`src/rtl/fifo_wr_arbiter.sv`:
```
// Two-producer round-robin arbiter for a single FIFO write port, with a burst cap
// under contention, a registered write strobe/data and per-producer accept counters.
module fifo_wr_arbiter #(
    parameter int DW        = 8,
    parameter int DEPTH     = 8,
    parameter int CW        = 4,
    parameter int MAX_BURST = 4,
    parameter int SW        = 16
) (
    input  logic          clk,
    input  logic          rst,
    input  logic          en,
    input  logic          req0_valid,
    input  logic [DW-1:0] req0_data,
    output logic          req0_ready,
    input  logic          req1_valid,
    input  logic [DW-1:0] req1_data,
    output logic          req1_ready,
    input  logic [CW-1:0] fifo_cnt,
    output logic          fifo_wr,
    output logic [DW-1:0] fifo_data,
    output logic          owner,
    output logic [SW-1:0] acc0_cnt,
    output logic [SW-1:0] acc1_cnt
);

    localparam logic [CW:0] DEPTH_C     = (CW+1)'(DEPTH);
    localparam logic [3:0]  MAX_BURST_C = 4'(MAX_BURST);
    localparam logic [3:0]  BURST_SAT_C = 4'd15;

    logic          fifo_wr_r;
    logic [DW-1:0] fifo_data_r;
    logic          owner_r;
    logic [3:0]    burst_cnt_r;
    logic [SW-1:0] acc0_r;
    logic [SW-1:0] acc1_r;

    logic [CW:0]   occ_s;
    logic          space_s;
    logic          elig0_s;
    logic          elig1_s;
    logic          grant0_s;
    logic          grant1_s;
    logic          grant_any_s;

    // The registered push still in flight is counted as occupied.
    assign occ_s       = {1'b0, fifo_cnt} + {{CW{1'b0}}, fifo_wr_r};
    assign space_s     = (occ_s < DEPTH_C);
    assign elig0_s     = en & space_s & req0_valid;
    assign elig1_s     = en & space_s & req1_valid;
    assign grant_any_s = grant0_s | grant1_s;

    // Grant selection: lone requester wins, ties go to owner until the burst cap.
    always_comb begin
        grant0_s = 1'b0;
        grant1_s = 1'b0;
        case ({elig1_s, elig0_s})
            2'b01: grant0_s = 1'b1;
            2'b10: grant1_s = 1'b1;
            2'b11: begin
                if (burst_cnt_r < MAX_BURST_C) begin
                    grant0_s = ~owner_r;
                    grant1_s = owner_r;
                end else begin
                    grant0_s = owner_r;
                    grant1_s = ~owner_r;
                end
            end
            default: begin
                grant0_s = 1'b0;
                grant1_s = 1'b0;
            end
        endcase
    end

    // Write pipeline: accepted word is pushed to the FIFO on the following cycle.
    always_ff @(posedge clk or negedge rst) begin
        if (!rst) begin
            fifo_wr_r   <= 1'b0;
            fifo_data_r <= {DW{1'b0}};
        end else begin
            fifo_wr_r <= grant_any_s;
            if (grant_any_s) begin
                fifo_data_r <= grant1_s ? req1_data : req0_data;
            end else begin
                fifo_data_r <= fifo_data_r;
            end
        end
    end

    // Ownership and burst length; burst count saturates so lone streams never wrap.
    always_ff @(posedge clk or negedge rst) begin
        if (!rst) begin
            owner_r     <= 1'b0;
            burst_cnt_r <= 4'd0;
        end else if (grant_any_s) begin
            if (grant1_s == owner_r) begin
                burst_cnt_r <= (burst_cnt_r == BURST_SAT_C) ? BURST_SAT_C : burst_cnt_r + 4'd1;
            end else begin
                owner_r     <= grant1_s;
                burst_cnt_r <= 4'd1;
            end
        end else begin
            owner_r     <= owner_r;
            burst_cnt_r <= burst_cnt_r;
        end
    end

    // Accept counters wrap naturally at 2^SW.
    always_ff @(posedge clk or negedge rst) begin
        if (!rst) begin
            acc0_r <= {SW{1'b0}};
            acc1_r <= {SW{1'b0}};
        end else begin
            if (grant0_s) begin
                acc0_r <= acc0_r + {{(SW-1){1'b0}}, 1'b1};
            end else begin
                acc0_r <= acc0_r;
            end
            if (grant1_s) begin
                acc1_r <= acc1_r + {{(SW-1){1'b0}}, 1'b1};
            end else begin
                acc1_r <= acc1_r;
            end
        end
    end

    assign req0_ready = grant0_s;
    assign req1_ready = grant1_s;
    assign fifo_wr    = fifo_wr_r;
    assign fifo_data  = fifo_data_r;
    assign owner      = owner_r;
    assign acc0_cnt   = acc0_r;
    assign acc1_cnt   = acc1_r;

endmodule
```
`config.mk`:
```
export PLATFORM = sky130hd
export DESIGN_NAME = fifo_wr_arbiter
export DESIGN_NICKNAME = d
export VERILOG_FILES = /design/src/rtl/fifo_wr_arbiter.sv
export SDC_FILE = /design/constraint.sdc
export NUM_CORES = 1
export LEC_CHECK = 0
export CAP_MARGIN = 10
export CORE_MARGIN = 10
export CORE_UTILIZATION = 41
export CTS_CLUSTER_SIZE = 14
export DETAILED_ROUTE_END_ITERATION = 10
export DONT_BUFFER_PORTS = 1
export PLACE_DENSITY = 0.56
export SLEW_MARGIN = 10
export SYNTH_ARGS = -nofsm -noshare
export SYNTH_HDL_FRONTEND = slang
export SYNTH_SLANG_ARGS = --single-unit
```
`constraint.sdc`:
```
create_clock -name clk -period 2.5 [get_ports clk]
set_input_delay 0.375 -clock clk [delete_from_list [all_inputs] [get_ports clk]]
set_output_delay 0.375 -clock clk [all_outputs]
set_load 0.01 [all_outputs]
```
==> implementation parameters <==
Parameter                              Value

STA
  Max-slew violation total from the final report    0
  Min cycle time layout    2290 ps
  Max Fclk    0.436 GHz
  Setup repair after global routing missed its margin    no
  Fraction of the cycle the final worst path needs    91.7%
  Final hold viol count    0
  Max-slew headroom at the worst pin    64.2%
  Sum of negative setup slack    0 ps
  Total setup violations reported at the end of the flow    0
  Post-Route Skew    8.53 ps
  Transition time at the pin with the least slew margin    537 ps

Hold path
  End point of the most critical hold path    fifo_data[1]$_DFFE_PN0P_
  Startpoint of the tightest hold check path    req0_data[1]
  Tightest Hold Check Type    primary input to flop
  Count of cells along the worst hold path    2

Floorplanning
  Initial Util    42.2%
  Total I/O pin count    69
  Count of standard-cell rows    26
  Die area    8560 um2
  Die height    92.5 um
  Die boundary width    92.5 um
  Core ar.    5110 um2

Worst setup path
  Startpoint of the worst register-to-register path    owner$_DFFE_PN0P_
  Worst r2r dst    fifo_data[3]$_DFFE_PN0P_
  Reg2Reg Depth    6
  Critical Path, Cell by Cell    or3_4, a21bo_1, nand3_2, inv_1
  Worst path bufs/invs    1
  Critical-path top delay cell    sky130_fd_sc_hd__dfrtp_1
  Critical-path maximum fanout    14
  Crit end category    output pin
  Crit path kind    flop to output pin
  Beginning of the critical path    owner$_DFFE_PN0P_
  Category of cells accounting for the largest share of critical-path delay    simple AND/OR/NAND/NOR gates
  Nature of the critical path startpoint    flop
  Register-to-Register Setup Slack    520 ps
  Worst stage delay on the critical path    500 ps
  Critical path arrival    1920 ps
  Data required, critical path    2120 ps

Clock tree
  Post-cts resize count    0
  Cts bufs inserted    5
  Clock latency on the worst-skew pair    290 ps
  Clock tree from TritonCTS    built
  Maximum root-to-sink buffer count    2
  Clock input transition at the sequential cells of the worst setup and hold paths    90 ps
  Setup Fix Bufs, Post-CTS    0
  Sink Count    46
  Post-cts hold buffer count    2
  CTS Root Buffer Type    sky130_fd_sc_hd__clkbuf_8
  H-tree level count    2

Synth
  Largest area contributor in the synthesized netlist    sky130_fd_sc_hd__dfrtp_1
  Gate count after technology mapping    200
  Ys Warns    0
  Mean post-synth cell area    10.8 um2
  Leading post-synthesis cells by cell area    sky130_fd_sc_hd__dfrtp_1, sky130_fd_sc_hd__xnor2_1, sky130_fd_sc_hd__nand2_1, sky130_fd_sc_hd__nand4_1, sky130_fd_sc_hd__and3_1
  Post-synthesis instance area    2160 um2
  Cell variety after synth    35
  Share of the yosys chip area belonging to registers    53.4%
  Share of the synthesized area in the top cell type    53.4%
  Post-Synthesis Net Count    228
  Number of flip-flops and latches in the synthesized netlist    46

Global routing
  GR Util All Layers    11.8%
  Largest net degree at the start of global routing    47
  Initial antenna violation count    0
  Wire length of the first global-routing pass    8.33 mm
  Aggregate global routing overflow    0
  Vias in the first global route    1,637

Power
  Static Leakage    1.03 nW
  IR Drop Worst-Case VDD    0.000341 V
  Areal power density over the cells    834 nW/um2

Detailed routing
  Detailed-route wire length per cell    17.7 um
  DRT Wirelength    4.87 mm
  DR vias    1,504
  DRT iter0 DRCs    21
  Post-route ant nets    0
  Via/cell ratio    5.47
  DR DRC count    0
  Number of iterations in the first detailed-routing pass    4

Layout
  Sequential cell area    1150 um2
  Final-stage net count    232
  Count of antenna diodes in the layout    0
  Share of final-layout standard cells stronger than drive strength 1    7.80%
  Area growth from synthesis to layout    9.52%
  Final Util    46.2%
  Footprint of the multi-input gates    960 um2
  Fillers    495

Outcome
  Run status    finished, final reports clean

Placement
  Number of input and output port buffers inserted    0
  Post-detail-place hpwl    3.64 mm
  Placer congestion estimate    0.769

Job
  Max-capacitance violation count    0
cell usage in the layout (no fill, tap or decap), types with 3 or more instances in the layout:
| cell | instances |
|---|---|
| sky130_fd_sc_hd__nand4_1 | 14 |
| sky130_fd_sc_hd__dfrtp_1 | 46 |
| sky130_fd_sc_hd__ha_1 | 3 |
| sky130_fd_sc_hd__and3_1 | 11 |
| sky130_fd_sc_hd__a31oi_1 | 8 |
| sky130_fd_sc_hd__and2_1 | 6 |
| sky130_fd_sc_hd__clkbuf_8 | 5 |
| sky130_fd_sc_hd__xnor2_1 | 28 |
| sky130_fd_sc_hd__nand3_1 | 13 |
| sky130_fd_sc_hd__nor2_1 | 13 |
| sky130_fd_sc_hd__nand2_1 | 25 |
metal layers:
metal | GRT usage (%) | part of all wire [%]
met5 | 0 | 0
met4 | 2.70 | 0.51
met3 | 7.02 | 13
met2 | 18.8 | 46
met1 | 13.2 | 41
sequential cells by signal, summed over array words and instances, names as in the netlist:
name and count:
acc0_cnt 16, fifo_wr 1, acc1_cnt 16, fifo_data 8
burst_cnt_r 4, owner 1
metrics by stage:
step	worst slack [ps]	total power, W	std cells	instance area [um2]	hold slack [ps]
3_3_place_gp	575	0.00141	265	2220	80.9
5_1_grt	69.0	0.00211	275	2360	210
2_1_floorplan	790	0.00133	200	2160	79.4
3_5_place_dp	520	0.00144	265	2220	81.0
4_1_cts	183	0.00201	275	2360	211
6_report	207	0.00197	275	2360	218
Yosys cell counts (all sizes together):
master	number
and4	2
inv	1
clkbuf	2
xor2	2
a31oi	9
and3	11
nor2b	1
and4b	2
dfrtp	46
a21boi	1
or3	1
nand3	14
o21ai	1
o21a	1
xnor2	28
mux2	1
o32a	1
nand4	15
mux2i	1
buf	5
ha	3
and2	6
nand2	25
a21bo	1
nor2	13
a21oi	2
nor4	2
nand2b	1
nor3	2
logic make-up after synthesis:
group | Yosys count | synth area share (%)
and+or+nand+nor | 95 | 23.8
DFF | 46 | 53.4
xor gates and xnor gates | 30 | 12.2
AOI/OAI and AO/OA | 16 | 5.80
buffers and inverters | 8 | 2.09
adders and majority gates | 3 | 1.74
muxes | 2 | 0.987
report_power, final:
group | switching [W] | internal (W)
registers | 0.000199 | 0.000863
clock network | 0.000236 | 0.000299
logic | 0.000205 | 0.000166
cell type report:
cell class | instances | share of cell area (%)
Sequential cell | 46 | 48.8
Tap cell | 70 | 3.71
Multi-Input combinational cell | 146 | 40.6
Inverter | 1 | 0.159
Clock inverter | 1 | 1.27
Timing Repair Buffer | 4 | 2.23
Clock buffer | 7 | 3.23
how the worst max path moves through the flow:
| stage | endpoint | depth (start not counted) |
|---|---|---|
| after floorplan | req1_ready | 5 |
| after global placement | req1_ready | 4 |
| after global routing | req1_ready | 4 |
| final | req1_ready | 4 |
| after CTS | req0_ready | 3 |
| after detailed placement | req0_ready | 3 |
(Power assumes the default switching activity.)
